## src/rtl/membus_id_arbiter_if.sv

```systemverilog
// Membus bundle between the core fetch/data ports, the arbiter and the merged master side.
// slave = arbiter view, master = environment (core + mmio_controller) view.
interface membus_id_arbiter_if #(
    parameter int unsigned DATA_WIDTH = 64,
    parameter int unsigned ADDR_WIDTH = 64
);
    localparam int unsigned MASK_WIDTH = DATA_WIDTH / 8;

    logic                  i_valid;
    logic                  i_ready;
    logic [ADDR_WIDTH-1:0] i_addr;
    logic                  i_rvalid;
    logic [DATA_WIDTH-1:0] i_rdata;

    logic                  d_valid;
    logic                  d_ready;
    logic [ADDR_WIDTH-1:0] d_addr;
    logic                  d_wen;
    logic [DATA_WIDTH-1:0] d_wdata;
    logic [MASK_WIDTH-1:0] d_wmask;
    logic                  d_rvalid;
    logic [DATA_WIDTH-1:0] d_rdata;

    logic                  m_valid;
    logic                  m_ready;
    logic [ADDR_WIDTH-1:0] m_addr;
    logic                  m_wen;
    logic [DATA_WIDTH-1:0] m_wdata;
    logic [MASK_WIDTH-1:0] m_wmask;
    logic                  m_rvalid;
    logic [DATA_WIDTH-1:0] m_rdata;

    modport slave (
        input  i_valid, i_addr,
        input  d_valid, d_addr, d_wen, d_wdata, d_wmask,
        input  m_ready, m_rvalid, m_rdata,
        output i_ready, i_rvalid, i_rdata,
        output d_ready, d_rvalid, d_rdata,
        output m_valid, m_addr, m_wen, m_wdata, m_wmask
    );

    modport master (
        output i_valid, i_addr,
        output d_valid, d_addr, d_wen, d_wdata, d_wmask,
        output m_ready, m_rvalid, m_rdata,
        input  i_ready, i_rvalid, i_rdata,
        input  d_ready, d_rvalid, d_rdata,
        input  m_valid, m_addr, m_wen, m_wdata, m_wmask
    );
endinterface

```

## src/rtl/membus_id_arbiter.sv

```systemverilog
// Fetch/data Membus merger with in-order response routing via a tag FIFO and a fetch starvation guard.
// Define ID_ARB_PERF_EN to add the perf_i_grants / perf_d_grants / perf_stall_cycles counters.
module membus_id_arbiter #(
    parameter int unsigned DATA_WIDTH      = 64,
    parameter int unsigned ADDR_WIDTH      = 64,
    parameter int unsigned MAX_OUTSTANDING = 4,
    parameter int unsigned STARVE_LIMIT    = 8
) (
    input  logic                      clk,
    input  logic                      rst,
    membus_id_arbiter_if.slave        bus,
    output logic                      err_orphan
`ifdef ID_ARB_PERF_EN
    ,
    output logic [31:0]               perf_i_grants,
    output logic [31:0]               perf_d_grants,
    output logic [31:0]               perf_stall_cycles
`endif
);
    localparam int unsigned MASK_WIDTH = DATA_WIDTH / 8;
    localparam int unsigned PTR_W      = $clog2(MAX_OUTSTANDING);
    localparam int unsigned CNT_W      = PTR_W + 1;
    localparam int unsigned STV_W      = (STARVE_LIMIT > 0) ? $clog2(STARVE_LIMIT + 1) : 1;

    logic [MAX_OUTSTANDING-1:0] tag_q, tag_d;
    logic [PTR_W-1:0]           wr_ptr_q, wr_ptr_d;
    logic [PTR_W-1:0]           rd_ptr_q, rd_ptr_d;
    logic [CNT_W-1:0]           count_q, count_d;
    logic [STV_W-1:0]           starve_q, starve_d;
    logic                       err_q, err_d;

    logic full, starved, sel_i, req_ok, accept, pop, fifo_empty;

    // Grant selection, handshakes and payload mux
    always_comb begin
        fifo_empty = (count_q == CNT_W'(0));
        full       = (count_q == CNT_W'(MAX_OUTSTANDING));
        starved    = (STARVE_LIMIT != 0) && (starve_q >= STV_W'(STARVE_LIMIT));
        sel_i      = bus.i_valid & (~bus.d_valid | starved);
        req_ok     = ~rst & ~full;
        accept     = req_ok & (bus.i_valid | bus.d_valid) & bus.m_ready;
        pop        = ~rst & bus.m_rvalid & ~fifo_empty;

        bus.m_valid = req_ok & (bus.i_valid | bus.d_valid);
        bus.i_ready = req_ok & bus.m_ready & sel_i;
        bus.d_ready = req_ok & bus.m_ready & bus.d_valid & ~sel_i;

        bus.m_addr  = ADDR_WIDTH'(bus.d_addr);
        bus.m_wen   = bus.d_wen;
        bus.m_wdata = DATA_WIDTH'(bus.d_wdata);
        bus.m_wmask = MASK_WIDTH'(bus.d_wmask);
        if (sel_i) begin
            bus.m_addr  = ADDR_WIDTH'(bus.i_addr);
            bus.m_wen   = 1'b0;
            bus.m_wdata = DATA_WIDTH'(0);
            bus.m_wmask = MASK_WIDTH'(0);
        end

        bus.i_rvalid = pop & tag_q[rd_ptr_q];
        bus.d_rvalid = pop & ~tag_q[rd_ptr_q];
        bus.i_rdata  = bus.m_rdata;
        bus.d_rdata  = bus.m_rdata;
    end

    // Tag FIFO, starvation counter and orphan flag next state
    always_comb begin
        tag_d    = tag_q;
        wr_ptr_d = wr_ptr_q;
        rd_ptr_d = rd_ptr_q;
        count_d  = count_q;
        starve_d = starve_q;
        err_d    = err_q;

        if (accept) begin
            tag_d[wr_ptr_q] = sel_i;
            wr_ptr_d        = wr_ptr_q + PTR_W'(1);
        end
        if (pop) begin
            rd_ptr_d = rd_ptr_q + PTR_W'(1);
        end
        case ({accept, pop})
            2'b10:   count_d = count_q + CNT_W'(1);
            2'b01:   count_d = count_q - CNT_W'(1);
            default: count_d = count_q;
        endcase

        if (!bus.i_valid || (accept && sel_i)) begin
            starve_d = STV_W'(0);
        end else if (accept && (starve_q < STV_W'(STARVE_LIMIT))) begin
            starve_d = starve_q + STV_W'(1);
        end

        if (bus.m_rvalid && fifo_empty) begin
            err_d = 1'b1;
        end
    end

    always_ff @(posedge clk) begin
        if (rst) begin
            tag_q    <= '0;
            wr_ptr_q <= '0;
            rd_ptr_q <= '0;
            count_q  <= '0;
            starve_q <= '0;
            err_q    <= 1'b0;
        end else begin
            tag_q    <= tag_d;
            wr_ptr_q <= wr_ptr_d;
            rd_ptr_q <= rd_ptr_d;
            count_q  <= count_d;
            starve_q <= starve_d;
            err_q    <= err_d;
        end
    end

    assign err_orphan = err_q;

`ifdef ID_ARB_PERF_EN
    logic [31:0] perf_i_q, perf_i_d;
    logic [31:0] perf_d_q, perf_d_d;
    logic [31:0] perf_stall_q, perf_stall_d;

    // Free-running grant and stall counters, wrapping at 2^32
    always_comb begin
        perf_i_d     = perf_i_q;
        perf_d_d     = perf_d_q;
        perf_stall_d = perf_stall_q;
        if (accept && sel_i)  perf_i_d = perf_i_q + 32'(1);
        if (accept && !sel_i) perf_d_d = perf_d_q + 32'(1);
        if ((bus.i_valid || bus.d_valid) && !accept) perf_stall_d = perf_stall_q + 32'(1);
    end

    always_ff @(posedge clk) begin
        if (rst) begin
            perf_i_q     <= '0;
            perf_d_q     <= '0;
            perf_stall_q <= '0;
        end else begin
            perf_i_q     <= perf_i_d;
            perf_d_q     <= perf_d_d;
            perf_stall_q <= perf_stall_d;
        end
    end

    assign perf_i_grants     = perf_i_q;
    assign perf_d_grants     = perf_d_q;
    assign perf_stall_cycles = perf_stall_q;
`endif
endmodule

```

## src/flat_wrapper.sv

```systemverilog
// flat-port wrapper written by rule: the top's interface ports become plain ports
module membus_id_arbiter_flat 
#(
    parameter int unsigned DATA_WIDTH      = 64,
    parameter int unsigned ADDR_WIDTH      = 64,
    parameter int unsigned MAX_OUTSTANDING = 4,
    parameter int unsigned STARVE_LIMIT    = 8
)
  (clk, rst, err_orphan, bus_i_valid, bus_i_addr, bus_d_valid, bus_d_addr, bus_d_wen, bus_d_wdata, bus_d_wmask, bus_m_ready, bus_m_rvalid, bus_m_rdata, bus_i_ready, bus_i_rvalid, bus_i_rdata, bus_d_ready, bus_d_rvalid, bus_d_rdata, bus_m_valid, bus_m_addr, bus_m_wen, bus_m_wdata, bus_m_wmask);
  membus_id_arbiter_if #(.DATA_WIDTH(DATA_WIDTH), .ADDR_WIDTH(ADDR_WIDTH)) bus_i ();
  input  logic clk;
  input  logic rst;
  output logic err_orphan;
  input wire logic [$bits(bus_i.i_valid)-1:0] bus_i_valid;
  input wire logic [$bits(bus_i.i_addr)-1:0] bus_i_addr;
  input wire logic [$bits(bus_i.d_valid)-1:0] bus_d_valid;
  input wire logic [$bits(bus_i.d_addr)-1:0] bus_d_addr;
  input wire logic [$bits(bus_i.d_wen)-1:0] bus_d_wen;
  input wire logic [$bits(bus_i.d_wdata)-1:0] bus_d_wdata;
  input wire logic [$bits(bus_i.d_wmask)-1:0] bus_d_wmask;
  input wire logic [$bits(bus_i.m_ready)-1:0] bus_m_ready;
  input wire logic [$bits(bus_i.m_rvalid)-1:0] bus_m_rvalid;
  input wire logic [$bits(bus_i.m_rdata)-1:0] bus_m_rdata;
  output wire logic [$bits(bus_i.i_ready)-1:0] bus_i_ready;
  output wire logic [$bits(bus_i.i_rvalid)-1:0] bus_i_rvalid;
  output wire logic [$bits(bus_i.i_rdata)-1:0] bus_i_rdata;
  output wire logic [$bits(bus_i.d_ready)-1:0] bus_d_ready;
  output wire logic [$bits(bus_i.d_rvalid)-1:0] bus_d_rvalid;
  output wire logic [$bits(bus_i.d_rdata)-1:0] bus_d_rdata;
  output wire logic [$bits(bus_i.m_valid)-1:0] bus_m_valid;
  output wire logic [$bits(bus_i.m_addr)-1:0] bus_m_addr;
  output wire logic [$bits(bus_i.m_wen)-1:0] bus_m_wen;
  output wire logic [$bits(bus_i.m_wdata)-1:0] bus_m_wdata;
  output wire logic [$bits(bus_i.m_wmask)-1:0] bus_m_wmask;
  assign bus_i.i_valid = bus_i_valid;
  assign bus_i.i_addr = bus_i_addr;
  assign bus_i.d_valid = bus_d_valid;
  assign bus_i.d_addr = bus_d_addr;
  assign bus_i.d_wen = bus_d_wen;
  assign bus_i.d_wdata = bus_d_wdata;
  assign bus_i.d_wmask = bus_d_wmask;
  assign bus_i.m_ready = bus_m_ready;
  assign bus_i.m_rvalid = bus_m_rvalid;
  assign bus_i.m_rdata = bus_m_rdata;
  assign bus_i_ready = bus_i.i_ready;
  assign bus_i_rvalid = bus_i.i_rvalid;
  assign bus_i_rdata = bus_i.i_rdata;
  assign bus_d_ready = bus_i.d_ready;
  assign bus_d_rvalid = bus_i.d_rvalid;
  assign bus_d_rdata = bus_i.d_rdata;
  assign bus_m_valid = bus_i.m_valid;
  assign bus_m_addr = bus_i.m_addr;
  assign bus_m_wen = bus_i.m_wen;
  assign bus_m_wdata = bus_i.m_wdata;
  assign bus_m_wmask = bus_i.m_wmask;
  membus_id_arbiter #(.DATA_WIDTH(DATA_WIDTH), .ADDR_WIDTH(ADDR_WIDTH), .MAX_OUTSTANDING(MAX_OUTSTANDING), .STARVE_LIMIT(STARVE_LIMIT)) u_core (.clk(clk), .rst(rst), .bus(bus_i), .err_orphan(err_orphan));
endmodule
```

## config.mk

```make
export PLATFORM = sky130hd
export DESIGN_NAME = membus_id_arbiter_flat
export DESIGN_NICKNAME = d
export VERILOG_FILES = /design/src/rtl/membus_id_arbiter_if.sv /design/src/rtl/membus_id_arbiter.sv /design/src/flat_wrapper.sv
export SDC_FILE = /design/constraint.sdc
export NUM_CORES = 1
export LEC_CHECK = 0
export BUFFER_PORTS_ARGS = -buffer_cell sky130_fd_sc_hd__buf_2
export CORE_AREA = 3 3 207 209
export CTS_CLUSTER_DIAMETER = 100
export CTS_CLUSTER_SIZE = 10
export DETAILED_ROUTE_END_ITERATION = 8
export DIE_AREA = 0 0 210 212
export GPL_TIMING_DRIVEN = 0
export SYNTH_ARGS = -nofsm -noshare
export SYNTH_HDL_FRONTEND = slang
export SYNTH_SLANG_ARGS = --single-unit
export TNS_END_PERCENT = 50
```

## constraint.sdc

```tcl
create_clock -name clk -period 2.2 [get_ports clk]
set_input_delay 0.22 -clock clk [delete_from_list [all_inputs] [get_ports clk]]
set_output_delay 0.22 -clock clk [all_outputs]
set_load 0.03 [all_outputs]
```

# Word-level counts from Yosys, hierarchy flattened
# Cells that the tools add are included.
# word_totals
wordCells	58
register_bits	16
inputBits	271
# op_classes
n_addsub	5
eq_ne	3
n_bitwise	20
n_reduce_logical	9
n_lt_le_gt_ge	5
mux	10
# op_table
op	count
$mux 64	2
$and 1x1->1	12
$mux 8	1
$lt 2x3->1 const B	2
$not 1->1	6
$pmux 3 s2	1
$add 2x1->2 const B	2
$add 4x1->4 const B	1
$bwmux 4	1
$ge 4x4->1 const B	1
$logic_and 1x1->1	4
$lt 4x4->1 const B	1
$add 3x1->3 const B	1
$eq 3x3->1 const B	1
$logic_not 3->1	1
$mux 1	3
$sub 3x1->3 const B	1
$bmux 1 s2	1
$demux 1 s2	1
$eq 2x1->1 const B	1
$eq 2x2->1 const B	1
$ge 2x1->1 const B	1
$or 1x1->1	2
$reduce_bool 2->1	1
other kinds (3)	3

# Longest topological paths before layout
# Gate-level depths: netlist (run 1).
# logic_depth
depth_word	8
mapped_depth	10
depth_no_buf	9

# Least setup slack after synthesis (run 1)
# No wires, ideal clock.
# synth_timing
kind	register to register
start	register u_core.count_q[0]
end	register u_core.count_q[2]
path_buffers	0
path_stages_with_launch	10
required_time_ps	2129
path_slack_ps	104
period_less_slack_ps	2096
arrival_time_ps	2025
path_cell_list	dfxtp_1 -> nor3b_4 -> nor3_4 -> inv_2 -> ha_1 -> inv_1 -> fa_1 -> xor2_1 -> or3_1 -> a21oi_1
# synth_between
elab_chain_cells	7
word_cells_on_any_way	14
cone_classes	add/sub (2); eq/ne (3); mux (1); bitwise (6); reduce/logical (2)
# synth_rtl
element	line_no	text
from (decl)	membus_id_arbiter.sv:28	logic [CNT_W-1:0] count_q, count_d;
from (signal assigned)	membus_id_arbiter.sv:110	count_q <= count_d;
$eq 3x3->1	membus_id_arbiter.sv:37	full = (count_q == CNT_W'(MAX_OUTSTANDING));
$not 1->1	membus_id_arbiter.sv:40	req_ok = ~rst & ~full;
$and 1x1->1	membus_id_arbiter.sv:40	
$and 1x1->1 (2 in series)	membus_id_arbiter.sv:41	accept = req_ok & (bus.i_valid | bus.d_valid) & bus.m_ready;
$eq 2x1->1 or $eq 2x2->1 (tied branches)	membus_id_arbiter.sv:81	case ({accept, pop})
$pmux 3 s2 or $reduce_bool 2->1 (tied branches)	-	
# Parallel ways exist; a longest one is shown, timed or not.
# A chain may end at the register's enable or synchronous reset.

# Worst setup path after layout (run 1)
# layout_timing
start	register u_core.count_q[1]
end	register u_core.count_q[2]
# Same word-level chain as after synthesis.

==> load_flow_metrics.sql, run 1 <==
INSERT INTO impl_metrics (metric_group, metric, value, unit) VALUES
('run_status', 'run_status', 'complete, no violations', ''),
('synth', 'proportion_of_synthesized_area_in_mux_cells', '1.04', '%'),
('synth', 'synth-seq-area-share', '10.2', '%'),
('placed_design', 'gpl.final_weighted_congestion', '0.818', ''),
('clock_tree', 'clk_path_buf_depth', '2', ''),
('worst_setup_path', 'timing.critical_path.max_delay_family', 'simple AND/OR/NAND/NOR gates', ''),
('synth', 'synth_edf_count', '0', ''),
('grt', 'grt_pass1_wl', '24500', 'microns'),
('sta', 'hold_viol_final', '0', ''),
('worst_setup_path', 'worst_r2r_path_depth', '9', ''),
('sta', 'timing.fmax', '0.459', 'GHz'),
('power', 'sw_frac_of_total', '50.7', '%'),
('power', 'sequential_cell_fraction_of_total_power', '13.6', '%'),
('worst_setup_path', 'worstSetupPathType', 'reg -> reg', ''),
('placed_design', 'dpl.hpwl', '17500', 'microns'),
('grt', 'gr-total-overflow', '0', ''),
('synth', 'synth_cells', '517', ''),
('synth', 'synthSimpleGateAreaFrac', '44.5', '%'),
('die', 'chipHeight', '212', 'microns'),
('detailed_routing', 'via_per_inst', '3.13', ''),
('placed_design', 'placement.io_buffers', '476', ''),
('die', 'fp.dieArea', '0.0445', 'sq mm'),
('grt', 'grt_pass1_vias', '4268', ''),
('detailed_routing', 'drt_iter0_markers', '143', ''),
('power', 'power.density', '370', 'mW/mm^2'),
('worst_setup_path', 'worstSetupPathDepth', '9', ''),
('worst_setup_path', 'worst-path-max-fanout', '8', ''),
('power', 'power.static_leakage', '3.74', 'nW'),
('sta', 'finalWorstSetupSlack', '22.2', 'ps'),
('grt', 'tot_gr_track_use', '7.25', '%'),
('min_path', 'holdCritPathClass', 'in -> reg', ''),
('worst_setup_path', 'timing.reg2reg.setup_slack', '20', 'ps'),
('placed_design', 'setup_slack_after_placement', '-199', 'ps'),
('die', 'rows', '74', ''),
('worst_setup_path', 'worst_ep_required', '2360', 'ps'),
('synth', 'syn-mean-instance-area', '6.06', 'sq um'),
('finish', 'insertedDiodeCount', '0', ''),
('worst_setup_path', 'critical_path.n_buffers_inverters', '2', ''),
('min_path', 'timing.hold.worst.start', 'bus_m_rvalid', ''),
('sta', 'final.period_utilization', '99.0', '%'),
('worst_setup_path', 'cp.arrival', '2340', 'ps'),
('finish', 'synth_to_final_area_change', '102', '%'),
('sta', 'grt_setup_unrepaired', 'true', ''),
('finish', 'design.final.nets', '1281', ''),
('sta', 'min_period', '2180', 'ps'),
('sta', 'timing.max_slew.rel_slack', '66.3', '%'),
('detailed_routing', 'detailedRoute.firstPassIterationCount', '4', ''),
('sta', 'timing.final.setup_violations', '0', ''),
('die', 'die_x', '210', 'microns'),
('synth', 'postSynth.asyncResetShare', '0', '%'),
('power', 'power.switching', '0.00119', 'W'),
('clock_tree', 'clock_tree.root_cell', 'sky130_fd_sc_hd__clkbuf_16', ''),
('finish', 'sequential_cell_area', '324', 'sq um'),
('worst_setup_path', 'startpoint_type', 'flop', ''),
('worst_setup_path', 'worst_path_largest_cell_delay', '370', 'ps'),
('power', 'total_power', '0.00234', 'W'),
('power', 'ir_worst_vdd', '0.202', 'mV'),
('worst_setup_path', 'r2r_startpoint', 'u_core.count_q[1]', ''),
('die', 'core_area', '0.0410', 'sq mm'),
('worst_setup_path', 'path_cells', 'nor3b_4 > nor3_4 > inv_2 > ha_2 > inv_1 > fa_1 > xor2_1 > or3_1 > a21oi_1', ''),
('synth', 'complex_gate_fraction_of_the_synthesized_area', '3.07', '%'),
('die', 'initial_core_util', '7.64', '%'),
('clock_tree', 'clkLatencyLatePin', '240', 'ps'),
('clock_tree', 'count_of_clock_tree_sinks', '16', ''),
('grt', 'initial_antenna_violation_count', '0', ''),
('finish', 'multi_input_comb_area', '0.00171', 'sq mm'),
('worst_setup_path', 'timing.critical_path.to_type', 'flop', ''),
('worst_setup_path', 'r2r-end', 'u_core.count_q[2]', ''),
('grt', 'grt_max_degree', '11', ''),
('detailed_routing', 'detail_route.drc_violations', '0', ''),
('finish', 'fillerInstances', '4821', '');
[power by group through the flow]
stage	Sequential, W	Clock (W)	Combinational (W)
after floorplan	0.000324	0	0.00109
after global placement	0.000323	0	0.00169
after detailed placement	0.000323	0	0.00169
after CTS	0.000317	0.000352	0.00170
after global routing	0.000320	0.000363	0.00179
final	0.000319	0.000339	0.00169
[per-stage QoR]
step	hold slack (ps)	std cells	instance area, sq um	setup TNS (ps)	util (%)
2_1_floorplan	361	517	3140	0	-
3_3_place_gp	453	1525	6180	-96230	15.1
3_5_place_dp	461	1526	6190	-3320	15.1
4_1_cts	227	1528	6290	-88.8	15.3
5_1_grt	264	1532	6340	-101	15.4
6_report	232	1532	6340	0	15.4
[cell usage after synthesis, types with 2 or more instances]
cell | instances | share of area, %
sky130_fd_sc_hd__a21oi_1 | 8 | 1.3
sky130_fd_sc_hd__and2_1 | 74 | 15
sky130_fd_sc_hd__buf_2 | 11 | 1.8
sky130_fd_sc_hd__buf_4 | 128 | 31
sky130_fd_sc_hd__clkbuf_1 | 13 | 1.6
sky130_fd_sc_hd__dfxtp_1 | 16 | 10
sky130_fd_sc_hd__ha_1 | 7 | 2.8
sky130_fd_sc_hd__inv_1 | 13 | 1.6
sky130_fd_sc_hd__nand2_1 | 195 | 23
sky130_fd_sc_hd__nand3_1 | 4 | 0.64
sky130_fd_sc_hd__nor2_1 | 13 | 1.6
sky130_fd_sc_hd__nor3_1 | 3 | 0.48
sky130_fd_sc_hd__o21ai_0 | 6 | 0.96
sky130_fd_sc_hd__xnor2_1 | 5 | 1.4
sky130_fd_sc_hd__xor2_1 | 2 | 0.56
[worst min path at each step]
stage | endpoint | slack (ps) | depth (start not counted)
after floorplan | u_core.err_orphan | 360 | 2
after global placement | u_core.err_orphan | 450 | 2
after detailed placement | u_core.err_orphan | 460 | 2
after CTS | u_core.err_orphan | 230 | 3
after global routing | u_core.err_orphan | 260 | 3
final | u_core.err_orphan | 230 | 3
[tightest hold or removal path, stage by stage]
cell	delay (ps)
sky130_fd_sc_hd__buf_2	90
sky130_fd_sc_hd__a21oi_1	50
sky130_fd_sc_hd__nor2_1	70
[repair_timing]
action,in CTS,in global routing
hold buffers,0,0
buffers inserted,0,4
gates resized for setup,13,9
pin swaps,1,2
endpoints found under the setup margin,135,41
endpoints found under the hold margin,0,0
[placed cells by master (no fill, tap or decap), types with 2 or more instances in the layout]
cell / count
sky130_fd_sc_hd__nor3_1: 3
sky130_fd_sc_hd__clkbuf_16: 3
sky130_fd_sc_hd__clkbuf_1: 4
sky130_fd_sc_hd__dfxtp_1: 13
sky130_fd_sc_hd__nand2_1: 195
sky130_fd_sc_hd__buf_4: 137
sky130_fd_sc_hd__buf_2: 482
sky130_fd_sc_hd__inv_1: 13
sky130_fd_sc_hd__a21oi_1: 8
sky130_fd_sc_hd__xnor2_1: 5
sky130_fd_sc_hd__o21ai_0: 5
sky130_fd_sc_hd__dfxtp_2: 3
sky130_fd_sc_hd__nand3_1: 4
sky130_fd_sc_hd__nor2_1: 13
sky130_fd_sc_hd__and2_1: 74
sky130_fd_sc_hd__xor2_1: 2
sky130_fd_sc_hd__ha_1: 6
sky130_fd_sc_hd__clkbuf_2: 8
[cells by family after synthesis]
kind of cell	Yosys count
adder cells (fa/ha/maj)	8
XOR/XNOR	7
buffers and inverters	167
AO/OA/AOI/OAI	17
flip-flops	16
multiplexers	2
AND/OR/NAND/NOR	300
[final cells by class]
type / count / area share, %
plain buffers: 152 / 17.2
well taps: 532 / 10.5
flip-flops and latches: 16 / 5.11
clock buffers: 3 / 1.18
multi-input cells: 334 / 27.0
inverters: 14 / 0.829
repair buffers: 481 / 38.2
[state kept, by name (all words and copies together) (netlist names)]
register,cells
u_core.tag_q,4
u_core.count_q,3
u_core.wr_ptr_q,2
u_core.rd_ptr_q,2
u_core.starve_q,4
u_core.err_orphan,1
[routing by layer]
layer  GRT usage, %  routed length [microns]
met4           2.67                      662
met3           1.48                     1690
met5              0                        0
met2           14.4                    10200
met1           7.45                     6650
Power figures use the tool's default switching activity.
==> inputs of run 2 (changes only) <==
--- a/config.mk
+++ b/config.mk
@@ -5,13 +5,17 @@
 export SDC_FILE = /design/constraint.sdc
 export NUM_CORES = 1
 export LEC_CHECK = 0
+export ABC_AREA = 1
 export BUFFER_PORTS_ARGS = -buffer_cell sky130_fd_sc_hd__buf_2
-export CORE_AREA = 3 3 207 209
+export CELL_PAD_IN_SITES_DETAIL_PLACEMENT = 1
+export CELL_PAD_IN_SITES_GLOBAL_PLACEMENT = 2
+export CORE_AREA = 3 3 213 215
 export CTS_CLUSTER_DIAMETER = 100
 export CTS_CLUSTER_SIZE = 10
 export DETAILED_ROUTE_END_ITERATION = 8
-export DIE_AREA = 0 0 210 212
+export DIE_AREA = 0 0 216 218
 export GPL_TIMING_DRIVEN = 0
+export PLACE_DENSITY = 0.64
 export SYNTH_ARGS = -nofsm -noshare
 export SYNTH_HDL_FRONTEND = slang
 export SYNTH_SLANG_ARGS = --single-unit
==> load_flow_metrics.sql, run 2 <==
INSERT INTO impl_metrics (metric_group, metric, value, unit) VALUES
('finish', 'layout_top_registers', 'u_core.starve_q (4), u_core.tag_q (4), u_core.count_q (3)', ''),
('detailed_routing', 'route.antenna.remaining_nets', '0', ''),
('synth', 'netlist_area', '0.00323', 'sq mm'),
('sta', 'timing.final.setup_violations', '0', ''),
('synth', 'synth.distinct_cells', '19', ''),
('worst_setup_path', 'worstSetupPathType', 'reg -> out', ''),
('sta', 'fin_skew', '1.32', 'ps'),
('power', 'power.share.combinational', '70.1', '%'),
('min_path', 'holdCritPathClass', 'in -> reg', ''),
('die', 'fp.dieArea', '0.0471', 'sq mm'),
('synth', 'synth_ff_type', 'sky130_fd_sc_hd__dfxtp_1', ''),
('die', 'die_x', '216', 'microns'),
('run_status', 'run_status', 'complete, no violations', ''),
('min_path', 'hold-path-cell-count', '3', ''),
('detailed_routing', 'top_signal_layer_used', 'met4', ''),
('power', 'clkPwrFrac', '16.7', '%'),
('clock_tree', 'clk_path_buf_depth', '2', ''),
('detailed_routing', 'via_per_inst', '3.01', ''),
('synth', 'synth_top_area_cell', 'sky130_fd_sc_hd__buf_4', ''),
('detailed_routing', 'route.vias.total', '5100', ''),
('sta', 'timing.setup.tns', '0', 'ps'),
('detailed_routing', 'wire_per_inst', '12.0', 'microns'),
('clock_tree', 'worst_path_clk_slew', '50', 'ps'),
('synth', 'synth_commonest_cells', 'sky130_fd_sc_hd__nand2_1, sky130_fd_sc_hd__buf_4, sky130_fd_sc_hd__nor2_1', ''),
('finish', 'final_cell_area', '0.00649', 'sq mm'),
('detailed_routing', 'detail_route.drc_violations', '0', ''),
('synth', 'yosys.area_share.xor_xnor', '0', '%'),
('placed_design', 'post_dp_cell_area', '0.00635', 'sq mm'),
('sta', 'drv_slew', '0', ''),
('synth', 'synth_edf_count', '0', ''),
('die', 'initial_core_util', '7.35', '%'),
('synth', 'synth_most_common_cell', 'sky130_fd_sc_hd__nand2_1', ''),
('power', 'sequential_cell_fraction_of_total_power', '13.2', '%'),
('synth', 'post-synth-top-area-fraction', '30.0', '%'),
('worst_setup_path', 'timing.critical_path.to_type', 'output port', ''),
('sta', 'hold_viol_final', '0', ''),
('power', 'ir_worst_vdd', '0.205', 'mV'),
('synth', 'synthSimpleGateAreaFrac', '38.0', '%'),
('synth', 'postSynthNetCount', '900', ''),
('detailed_routing', 'route.met2.wl', '10800', 'microns'),
('grt', 'grt_pass1_vias', '5239', ''),
('sta', 'grt_setup_unrepaired', 'true', ''),
('synth', 'synth-warning-count', '0', ''),
('finish', 'drive_gt1_share', '57.6', '%'),
('die', 'ios', '542', ''),
('die', 'rows', '77', ''),
('sta', 'timing.max_slew.rel_slack', '69.7', '%'),
('finish', 'multi_input_comb_area', '0.00146', 'sq mm'),
('clock_tree', 'clock_tree.root_cell', 'sky130_fd_sc_hd__clkbuf_16', ''),
('finish', 'synth_to_final_area_change', '101', '%'),
('worst_setup_path', 'worst-path-max-fanout', '10', ''),
('worst_setup_path', 'worst_ep_required', '1980', 'ps'),
('clock_tree', 'count_of_clock_tree_sinks', '16', ''),
('clock_tree', 'tritoncts_buffer_count', '3', ''),
('synth', 'synth-seq-area-share', '9.93', '%'),
('worst_setup_path', 'timing.reg2reg.setup_slack', '190', 'ps'),
('grt', 'grt_max_degree', '11', ''),
('detailed_routing', 'wirelength_met1', '7840', 'microns'),
('placed_design', 'gpl.final_weighted_congestion', '0.732', ''),
('power', 'power.static_leakage', '4.18', 'nW'),
('clock_tree', 'clkLatencyLatePin', '250', 'ps'),
('placed_design', 'dpl.hpwl', '18400', 'microns'),
('clock_tree', 'tritoncts', 'built', ''),
('synth', 'proportion_of_synthesized_area_in_mux_cells', '0', '%'),
('worst_setup_path', 'worst_r2r_path_depth', '11', ''),
('sta', 'transition_time_at_the_pin_with_the_least_slew_margin', '454', 'ps'),
('run', 'maxCapViolCount', '0', ''),
('finish', 'fillerInstances', '5707', ''),
('worst_setup_path', 'cp.arrival', '1830', 'ps'),
('sta', 'timing.fmax', '0.488', 'GHz'),
('synth', 'postSynth.asyncResetShare', '0', '%'),
('clock_tree', 'cts_hold_buffers', '0', ''),
('synth', 'syn-mean-instance-area', '5.20', 'sq um'),
('synth', 'postSynthRegisterBits', '16', ''),
('finish', 'fin_util', '14.8', '%'),
('detailed_routing', 'wl', '20300', 'microns'),
('sta', 'finalHoldWorstSlack', '276', 'ps'),
('grt', 'grt_pass1_wl', '29000', 'microns'),
('power', 'sw_frac_of_total', '51.0', '%'),
('grt', 'initial_antenna_violation_count', '2', ''),
('power', 'power.switching', '0.00123', 'W'),
('finish', 'layout_commonest_cell', 'sky130_fd_sc_hd__buf_2', ''),
('synth', 'synth_area_leaders', 'sky130_fd_sc_hd__buf_4, sky130_fd_sc_hd__nand2_1, sky130_fd_sc_hd__nor2_1', ''),
('detailed_routing', 'drt_iter0_markers', '102', ''),
('finish', 'design.final.nets', '1383', ''),
('grt', 'tot_gr_track_use', '7.67', '%'),
('detailed_routing', 'detailedRoute.firstPassIterationCount', '4', ''),
('synth', 'synth_cells', '621', ''),
('synth', 'synth_top_family_by_area', 'buffers and inverters', ''),
('detailed_routing', 'route.met3.wl', '1590', 'microns'),
('placed_design', 'placement.io_buffers', '477', ''),
('worst_setup_path', 'startpoint_type', 'flop', ''),
('synth', 'complex_gate_fraction_of_the_synthesized_area', '3.88', '%'),
('sta', 'final.period_utilization', '93.1', '%'),
('die', 'core_area', '0.0439', 'sq mm'),
('power', 'cell_internal_pwr', '0.00118', 'W'),
('power', 'power.density', '372', 'mW/mm^2'),
('synth', 'yosys.area_share.adder', '3.33', '%'),
('finish', 'mostFrequentLayoutCells', 'sky130_fd_sc_hd__buf_2, sky130_fd_sc_hd__nand2_1, sky130_fd_sc_hd__buf_4', ''),
('clock_tree', 'cts-htree-levels', '1', ''),
('sta', 'min_period', '2050', 'ps'),
('die', 'chipHeight', '218', 'microns'),
('grt', 'gr-total-overflow', '0', ''),
('finish', 'sequential_cell_area', '320', 'sq um');
## run 2: changes by cell type in the layout (fill, tap and decap cells not counted), moves of 3 or more
cell / previous run / this run
sky130_fd_sc_hd__nor2_1: 13 / 104
sky130_fd_sc_hd__buf_4: 137 / 130
sky130_fd_sc_hd__nand2_1: 195 / 214
sky130_fd_sc_hd__inv_1: 13 / 98
sky130_fd_sc_hd__dfxtp_2: 3 / 0
sky130_fd_sc_hd__and2_1: 74 / 1
sky130_fd_sc_hd__buf_2: 482 / 488
sky130_fd_sc_hd__dfxtp_1: 13 / 16
sky130_fd_sc_hd__xnor2_1: 5 / 0
sky130_fd_sc_hd__o21ai_0: 5 / 10
sky130_fd_sc_hd__clkbuf_4: 0 / 4
sky130_fd_sc_hd__clkbuf_2: 8 / 4
## run 2: stage by stage
step	setup slack [ps]	power, W	std cells
CTS	35.8	0.00247	1695
global placement	-65.9	0.00203	1690
floorplan	321	0.00143	621
detailed placement	-41.1	0.00204	1690
finish	153	0.00242	1696
global route	-0.475	0.00258	1695
## run 2: power by group through the flow
stage,Combinational [W],Clock [W],Sequential [W]
after floorplan,0.00110,0,0.000328
after global placement,0.00171,0,0.000324
after detailed placement,0.00171,0,0.000326
after CTS,0.00173,0.000421,0.000319
after global routing,0.00183,0.000428,0.000322
final,0.00169,0.000403,0.000319
## run 2: area by class of cell
class,count,area share (%)
repair buffers,478,37.1
plain buffers,152,16.9
flip-flops and latches,16,4.93
inverters,99,5.72
diodes,1,0.0385
clock buffers,4,1.37
multi-input cells,354,22.5
well taps,592,11.4
## run 2: critical path: stages (launching register included)
cell and delay [ps]:
sky130_fd_sc_hd__dfxtp_1 430, sky130_fd_sc_hd__o21ai_4 80, sky130_fd_sc_hd__buf_12 150, sky130_fd_sc_hd__inv_2 60, sky130_fd_sc_hd__buf_4 190, sky130_fd_sc_hd__clkbuf_4 230
sky130_fd_sc_hd__nand2_1 70, sky130_fd_sc_hd__nand2_1 130, sky130_fd_sc_hd__buf_2 220
## run 2: kinds of logic after synthesis
| group | after synthesis |
|---|---|
| flip-flops | 16 |
| AO/OA/AOI/OAI | 22 |
| adder cells (fa/ha/maj) | 8 |
| AND/OR/NAND/NOR | 324 |
| buffers and inverters | 251 |
## run 2: what timing repair did
action	4_1_cts	5_1_grt
setup buffers	1	0
pin swaps	1	0
gates resized for setup	4	11
endpoints found under the setup margin	113	11
endpoints found under the hold margin	0	0
## run 2: path summary, 6_finish.rpt
kind / start / endpoint
worst min-delay path: bus_m_rvalid / u_core.err_orphan
worst max register to register: u_core.count_q[0] / u_core.count_q[2]
worst max-delay path: u_core.starve_q[3] / bus_m_addr[31]
worst min register to register: u_core.rd_ptr_q[1] / u_core.rd_ptr_q[1]
## run 2: routing by layer
metal / up-vias / global-route usage, %
met2: 244 / 15.0
met1: 2231 / 8.89
met5: - / 0
met4: 0 / 0.700
li1: 2615 / -
met3: 10 / 1.59
==> inputs of run 3 (changes only) <==
--- a/config.mk
+++ b/config.mk
@@ -11,11 +11,12 @@
 export CELL_PAD_IN_SITES_GLOBAL_PLACEMENT = 2
 export CORE_AREA = 3 3 213 215
 export CTS_CLUSTER_DIAMETER = 100
-export CTS_CLUSTER_SIZE = 10
+export CTS_CLUSTER_SIZE = 20
 export DETAILED_ROUTE_END_ITERATION = 8
 export DIE_AREA = 0 0 216 218
 export GPL_TIMING_DRIVEN = 0
 export PLACE_DENSITY = 0.64
+export SETUP_SLACK_MARGIN = 0.4
 export SYNTH_ARGS = -nofsm -noshare
 export SYNTH_HDL_FRONTEND = slang
 export SYNTH_SLANG_ARGS = --single-unit
==> load_flow_metrics.sql, run 3 (same netlist as run 2, synthesis figures left out) <==
INSERT INTO impl_metrics (metric_group, metric, value, unit) VALUES
('grt', 'tot_gr_track_use', '8.12', '%'),
('die', 'initial_core_util', '7.35', '%'),
('detailed_routing', 'drt_iter0_markers', '128', ''),
('detailed_routing', 'detailedRoute.firstPassIterationCount', '4', ''),
('power', 'power.density', '363', 'mW/mm^2'),
('sta', 'drv_slew', '0', ''),
('worst_setup_path', 'startpoint_type', 'flop', ''),
('clock_tree', 'clk_path_buf_depth', '2', ''),
('worst_setup_path', 'crit_slowest_cell', 'sky130_fd_sc_hd__dfxtp_4', ''),
('grt', 'initial_antenna_violation_count', '1', ''),
('die', 'die_x', '216', 'microns'),
('clock_tree', 'tritoncts', 'built', ''),
('clock_tree', 'clkLatencyLatePin', '250', 'ps'),
('sta', 'timing.fmax', '0.540', 'GHz'),
('sta', 'timing.setup.tns', '0', 'ps'),
('detailed_routing', 'route.vias.total', '5180', ''),
('die', 'rows', '77', ''),
('detailed_routing', 'via_per_inst', '3.03', ''),
('worst_setup_path', 'worst_path_largest_cell_delay', '360', 'ps'),
('finish', 'design.final.nets', '1399', ''),
('die', 'fp.dieArea', '0.0471', 'sq mm'),
('placed_design', 'gpl.final_weighted_congestion', '0.804', ''),
('grt', 'gr-total-overflow', '0', ''),
('die', 'ios', '542', ''),
('placed_design', 'dpl.hpwl', '19400', 'microns'),
('sta', 'transition_time_at_the_pin_with_the_least_slew_margin', '473', 'ps'),
('worst_setup_path', 'timing.critical_path.to_type', 'output port', ''),
('clock_tree', 'count_of_clock_tree_sinks', '16', ''),
('detailed_routing', 'wl', '21900', 'microns'),
('run', 'maxCapViolCount', '0', ''),
('sta', 'min_period', '1850', 'ps'),
('sta', 'hold_viol_final', '0', ''),
('sta', 'final.period_utilization', '84.2', '%'),
('placed_design', 'setup_slack_after_placement', '-198', 'ps'),
('clock_tree', 'worst_path_clk_slew', '60', 'ps'),
('worst_setup_path', 'worstSetupPathType', 'reg -> out', ''),
('finish', 'layout_commonest_cell', 'sky130_fd_sc_hd__buf_2', ''),
('finish', 'fillerInstances', '5663', ''),
('finish', 'mostFrequentLayoutCells', 'sky130_fd_sc_hd__buf_2, sky130_fd_sc_hd__nand2_1, sky130_fd_sc_hd__buf_4', ''),
('clock_tree', 'cts_hold_buffers', '0', ''),
('grt', 'grt_max_degree', '11', ''),
('finish', 'synth_to_final_area_change', '122', '%'),
('die', 'chipHeight', '218', 'microns'),
('sta', 'timing.final.setup_violations', '0', ''),
('grt', 'grt_pass1_wl', '30300', 'microns'),
('finish', 'drive_gt1_share', '61.5', '%'),
('power', 'ir_worst_vdd', '0.218', 'mV'),
('worst_setup_path', 'cpMostUsedCell', 'sky130_fd_sc_hd__buf_4', ''),
('finish', 'insertedDiodeCount', '0', ''),
('die', 'core_area', '0.0439', 'sq mm'),
('power', 'power.static_leakage', '4.39', 'nW'),
('sta', 'timing.max_slew.rel_slack', '68.5', '%'),
('worst_setup_path', 'worst_ep_required', '1980', 'ps'),
('sta', 'finalWorstSetupSlack', '348', 'ps'),
('detailed_routing', 'wire_per_inst', '12.8', 'microns'),
('sta', 'grt_setup_unrepaired', 'true', ''),
('grt', 'grt_pass1_vias', '5206', ''),
('min_path', 'holdCritPathClass', 'in -> reg', ''),
('finish', 'layout_top_registers', 'u_core.starve_q (4), u_core.tag_q (4), u_core.count_q (3)', ''),
('run_status', 'run_status', 'complete, no violations', ''),
('power', 'total_power', '0.00261', 'W'),
('placed_design', 'placement.io_buffers', '477', ''),
('sta', 'fin_skew', '7.17', 'ps'),
('worst_setup_path', 'cp.arrival', '1630', 'ps'),
('worst_setup_path', 'worst-path-max-fanout', '10', ''),
('worst_setup_path', 'path_cells', 'o21ai_4 > inv_2 > buf_12 > buf_4 > nor2_1 > buf_4', ''),
('detailed_routing', 'detail_route.drc_violations', '0', ''),
('detailed_routing', 'route.antenna.remaining_nets', '0', ''),
('clock_tree', 'tritoncts_buffer_count', '3', ''),
('clock_tree', 'cts-htree-levels', '1', ''),
('clock_tree', 'clock_tree.root_cell', 'sky130_fd_sc_hd__clkbuf_16', '');
run 3: changes by cell type in the layout (fill, tap and decap cells not counted), moves of 4 or more:
| cell | change |
|---|---|
| sky130_fd_sc_hd__buf_6 | +29 |
| sky130_fd_sc_hd__buf_2 | -77 |
| sky130_fd_sc_hd__nand2_1 | -8 |
| sky130_fd_sc_hd__nor2_2 | +9 |
| sky130_fd_sc_hd__nor2_4 | +9 |
| sky130_fd_sc_hd__buf_8 | +4 |
| sky130_fd_sc_hd__clkbuf_2 | -4 |
| sky130_fd_sc_hd__nand2_2 | +7 |
| sky130_fd_sc_hd__nor2_1 | -18 |
| sky130_fd_sc_hd__buf_12 | +4 |
| sky130_fd_sc_hd__buf_4 | +61 |
run 3: timing repair:
item,CTS,global route
endpoints found under the setup margin,141,128
pin swaps,7,6
setup buffers,15,1
hold endpoints to repair,0,0
gates resized for setup,77,161
gates cloned,0,1
run 3: through the flow:
step	std cells	util, %	instance area, sq um	hold WS [ps]
5_1_grt	1711	16.3	7180	271
3_3_place_gp	1690	14.5	6360	449
6_report	1711	16.3	7180	258
3_5_place_dp	1690	14.5	6360	462
2_1_floorplan	621	-	3240	379
4_1_cts	1709	15.5	6790	252
run 3: final cells by class:
class	count	area [sq um]	area share, %
plain buffers	152	1250	17.4
flip-flops and latches	16	329	4.59
well taps	592	741	10.3
clock buffers	4	88.8	1.24
repair buffers	494	2790	38.9
inverters	99	372	5.18
multi-input cells	354	1610	22.4
run 3: routing by layer:
metal  track usage, %  share of wire, %
met4             1.09               1.6
met1             10.5                42
met3             1.28               6.5
met5                0                 0
met2             14.5                50
run 3: worst paths after layout:
kind | slack, ps | start | end | cells past startpoint
max | 350 | u_core.starve_q[3] | bus_m_wdata[35] | 6
min | 260 | bus_m_rvalid | u_core.err_orphan | 3
max reg2reg | 400 | u_core.count_q[1] | u_core.count_q[2] | 11
min reg2reg | 470 | u_core.err_orphan | u_core.err_orphan | 2
run 3: critical path, delay by kind of cell (launching register included):
kind / cells / cell delay, ps
buffers and inverters: 4 / 640
AO/OA/AOI/OAI: 1 / 240
AND/OR/NAND/NOR: 1 / 140
flip-flops: 1 / 360
run 3: power breakdown:
group / total [W] / switching (W) / leakage, nW / internal, W
combinational: 0.00189 / 0.00115 / 4.22 / 0.000734
sequential: 0.000321 / 0.0000140 / 0.132 / 0.000307
clock: 0.000399 / 0.000123 / 0.0442 / 0.000277
